**src/rtl/serial_subtractor_ctrl.sv**
```systemverilog
// Bit-serial unsigned subtractor: one full_subtractor cell reused LSB first,
// one bit per clock, wrapped in a start/busy/done handshake.

// Single-bit full subtractor: x - y - z, difference d and borrow b.
module full_subtractor (
  input  logic x,
  input  logic y,
  input  logic z,
  output logic d,
  output logic b
);
  assign d = x ^ y ^ z;
  assign b = (~x & y) | (~x & z) | (y & z);
endmodule

module serial_subtractor_ctrl #(
  parameter int unsigned WIDTH = 8
) (
  input  logic             clk,
  input  logic             rst,
  input  logic             start,
  input  logic [WIDTH-1:0] a,
  input  logic [WIDTH-1:0] b,
  output logic             busy,
  output logic             done,
  output logic [WIDTH-1:0] diff,
  output logic             borrow_out
);
  localparam int unsigned CntW = $clog2(WIDTH + 1);
  localparam logic [CntW-1:0] CntLast = CntW'(WIDTH - 1);

  typedef enum logic [1:0] {StIdle, StRun, StDone} state_e;

  state_e          state_q, state_d;
  logic [WIDTH-1:0] a_sr, b_sr, d_sr, d_shift;
  logic             bq;
  logic [CntW-1:0]  cnt;
  logic             d_bit, b_bit;

  full_subtractor u_fs (
    .x (a_sr[0]),
    .y (b_sr[0]),
    .z (bq),
    .d (d_bit),
    .b (b_bit)
  );

  // New result bit enters at the MSB; a 1-bit result is just the new bit.
  if (WIDTH == 1) begin : g_w1
    assign d_shift = d_bit;
  end else begin : g_wn
    assign d_shift = {d_bit, d_sr[WIDTH-1:1]};
  end

  // FSM state register.
  always_ff @(posedge clk or posedge rst) begin
    if (rst) state_q <= StIdle;
    else     state_q <= state_d;
  end

  // Next-state: IDLE -> RUN on start, RUN for WIDTH cycles, one DONE cycle.
  always_comb begin
    state_d = state_q;
    unique case (state_q)
      StIdle:  if (start) state_d = StRun;
      StRun:   if (cnt == CntLast) state_d = StDone;
      StDone:  state_d = StIdle;
      default: state_d = StIdle;
    endcase
  end

  // Datapath: operand capture, shifting, borrow chain and result load.
  always_ff @(posedge clk or posedge rst) begin
    if (rst) begin
      a_sr       <= '0;
      b_sr       <= '0;
      d_sr       <= '0;
      bq         <= 1'b0;
      cnt        <= '0;
      diff       <= '0;
      borrow_out <= 1'b0;
    end else begin
      unique case (state_q)
        StIdle: begin
          if (start) begin
            a_sr <= a;
            b_sr <= b;
            bq   <= 1'b0;
            cnt  <= '0;
          end
        end
        StRun: begin
          d_sr <= d_shift;
          bq   <= b_bit;
          a_sr <= a_sr >> 1;
          b_sr <= b_sr >> 1;
          cnt  <= cnt + CntW'(1);
          if (cnt == CntLast) begin
            diff       <= d_shift;
            borrow_out <= b_bit;
          end
        end
        default: ;
      endcase
    end
  end

  // Handshake outputs straight from the state register.
  assign busy = (state_q == StRun);
  assign done = (state_q == StDone);

endmodule

```
**config.mk**
```make
export PLATFORM = sky130hd
export DESIGN_NAME = serial_subtractor_ctrl
export DESIGN_NICKNAME = d
export VERILOG_FILES = /design/src/rtl/serial_subtractor_ctrl.sv
export SDC_FILE = /design/constraint.sdc
export NUM_CORES = 1
export LEC_CHECK = 0
export ABC_CLOCK_PERIOD_IN_PS = 3210
export BUFFER_PORTS_ARGS = -buffer_cell sky130_fd_sc_hd__buf_2
export CAP_MARGIN = 20
export CORE_ASPECT_RATIO = 0.5
export CORE_MARGIN = 2
export CORE_UTILIZATION = 30
export DETAILED_ROUTE_END_ITERATION = 6
export GPL_ROUTABILITY_DRIVEN = 0
export PLACE_DENSITY = 0.57
export SKIP_CTS_REPAIR_TIMING = 1
export SYNTH_ARGS = -nofsm -noshare
export SYNTH_HDL_FRONTEND = slang
export SYNTH_SLANG_ARGS = --single-unit
```
**constraint.sdc**
```tcl
create_clock -name clk -period 3.21 [get_ports clk]
set_input_delay 0.1605 -clock clk [delete_from_list [all_inputs] [get_ports clk]]
set_output_delay 0.1605 -clock clk [all_outputs]
set_load 0.03 [all_outputs]
```
==> results.yml <==
outcome:
  status: "finished with violations"
  violations: "hold timing"
sta:
  fmax_mhz: 443
  finalSetupViolations: 0
  finalSetupTns_ps: 0
  slew_viol_final: 0
  whs_ps: -11.9
  post-route-period-util_pct: 70.2
  rsz0062_at_grt: "false"
  slew_headroom_pct: 41.7
  final.min_clock_period_ps: 2250
  worstMarginPinSlew_ps: 874
  skew_ps: 3.73
  finalHoldViolations: 39
drt:
  drt_wl_total_um: 3320
  via_per_inst: 4.64
  ant_nets: 0
  drtPass1Iterations: 4
  drt_iter0_markers: 50
  num_vias: 1221
  wl_per_cell_um: 12.6
  drc_errors: 0
synthesis:
  async_reset_ff_share_pct: 100
  synthDistinctLibCells: 23
  synth.most_common_cell: "dfrtp_1"
  syn_area_um2: 1730
  yosys.area.top_type_share_pct: 56.3
  synth_edf_count: 0
  yosys_warnings: 0
  synth_common_cells: "dfrtp_1 (39), nand2_1 (30), o21ai_0 (16), a21oi_1 (15)"
  synth_ff_type: "dfrtp_1"
  syn_inst: 161
  ys_ff_latch: 39
  ys_seq_area_share_pct: 56.3
  yosys-top-cells-area: "dfrtp_1 (56%), nand2_1 (6.5%), mux2_2 (5.8%), o21ai_0 (4.6%), and3b_1 (4.5%)"
  synth_top_cell_by_area: "dfrtp_1"
  synth_area_per_cell_um2: 10.8
  syn_nets: 182
grt:
  grt_pass1_wl_um: 5600
  grt_max_degree: 40
  antenna_found_initial: 0
  grt_pass1_vias: 1187
  gr-total-overflow: 0
  track_usage_pct: 11.2
floorplanning:
  die_area_um2: 6440
  rows: 19
  die-height_um: 57.7
  ioPinCount: 30
  core_um2: 5540
  start_util_pct: 31.3
  die_width_um: 111
clocking:
  clk_latency_ps: 280
  clk_pin_slew_ps: 60
  cts_root_buf: "clkbuf_16"
  cts-htree-levels: 2
  cts_sinks: 39
  cts_inserted_buffers: 5
  cts_buffer_depth: 2
  cts_tree: "built"
power:
  power_leakage_nw: 1.03
  internal-power_mw: 1.45
  p_per_area_nw_per_um2: 1070
  combPwrFrac_pct: 31.9
  peakVddDrop_v: 0.000309
  pwr-share-clk_pct: 28.5
  power.switching_mw: 0.815
  swShare_pct: 36.0
  power_frac_seq_pct: 39.6
placed_design:
  dp_hpwl_um: 2170
  dp_cells: 255
  dpl-instance-area_um2: 1930
  io_buffers: 29
worst_hold_path:
  worstHoldPathType: "primary input to asynchronous set/reset pin"
worst_setup_path:
  critPathKind: "flop to output port"
  crit_fanout: 30
  crit_path_start_kind: "flop"
  path_buf_inv: 2
  end_kind: "output port"
  path_cells: "nand2b_4, inv_1, buf_2"
  cpMaxStageDelayCell: "dfrtp_1"
  arrival_ps: 2090
  crit_family: "flip-flops"
  crit_required_ps: 3050
  max_stage_delay_ps: 910
cells_and_area:
  drive_gt1_share_pct: 26.3
  multi_input_comb_area_um2: 697
  area_growth_syn_to_layout_pct: 22.6
  finalNonFillerCells: 263
  final_area_um2: 2120
  seq_area_um2: 976
  nFillCells: 545
  antenna_cells: 0
  fin_nets: 210
run:
  maxCapViolations: 0
-- cell usage in the layout, fill, tap and decap left out --
cell type	count
a21oi_1	15
a22o_1	5
a22oi_1	6
and2_1	1
and3b_1	9
buf_2	29
buf_4	1
bufinv_16	2
clkbuf_16	5
clkinvlp_4	1
dfrtp_1	39
fa_1	1
ha_1	1
inv_1	4
mux2_2	9
mux2i_1	1
nand2_1	30
nand2b_4	1
nand3_1	1
nor2_1	2
nor2b_1	8
nor3_4	1
o21ai_0	16
o21bai_2	1
o31ai_1	1
-- worst paths after layout --
check	startpoint	cells past startpoint	slack [ps]	endpoint
worst max-delay path	state_q[0]	3	960	busy
worst min-delay path	rst	3	-10	borrow_out
worst max register to register	state_q[0]	3	1110	diff[4]
worst min register to register	a_sr[1]	2	480	a_sr[1]
max in group asynchronous	rst	3	2880	d_sr[2]
min in group clk	a[7]	2	100	a_sr[7]
-- final cells by class --
type | count | share of cell area, %
Tap cell | 73 | 4.30
Clock buffer | 5 | 5.89
Sequential cell | 39 | 45.9
Multi-Input combinational cell | 109 | 32.8
Clock inverter | 3 | 3.18
Inverter | 4 | 0.707
Timing Repair Buffer | 30 | 7.18
-- worst register-to-register path, cell delays in order, from the launching register on --
cell	delay, ps
dfrtp_1	910
nand2b_4	210
nor3_4	480
mux2_2	390
-- state kept, by name, summed over array words and instances, names as in the netlist --
name        count
a_sr            8
state_q         2
cnt             4
d_sr            7
bq              1
diff            8
borrow_out      1
b_sr            8
-- kinds of logic (layout without fill, tap and decap cells) --
family	Yosys count	count (layout)	share of synthesized area, %
buffers and inverters	13	42	3.47
multiplexers	10	10	6.43
flip-flops	39	39	56.3
AO/OA/AOI/OAI	44	44	15.2
adder cells (fa/ha/maj)	2	2	1.88
AND/OR/NAND/NOR	53	53	16.8
-- metal layers --
metal	part of all wire, %	global-route usage (%)
met1	47	14.0
met2	46	17.4
met3	4.7	4.08
met4	2.1	5.82
met5	0	0
-- power groups by stage --
| stage | clock network, mW | logic, mW | registers, mW |
|---|---|---|---|
| 6_report | 0.646 | 0.724 | 0.897 |
| 5_1_grt | 0.679 | 0.821 | 0.934 |
| 4_1_cts | 0.657 | 0.737 | 0.900 |
| 3_5_place_dp | 0 | 0.731 | 0.908 |
| 3_3_place_gp | 0 | 0.717 | 0.904 |
| 2_1_floorplan | 0 | 0.532 | 0.925 |
-- through the flow --
step / utilization (%) / power [mW] / setup slack [ps]
floorplan: - / 1.46 / 1740
global placement: 34.9 / 1.62 / 1080
detailed placement: 34.9 / 1.64 / 1070
CTS: 38.4 / 2.29 / 935
global route: 38.4 / 2.43 / 743
finish: 38.4 / 2.27 / 955
(Power assumes the default switching activity.)
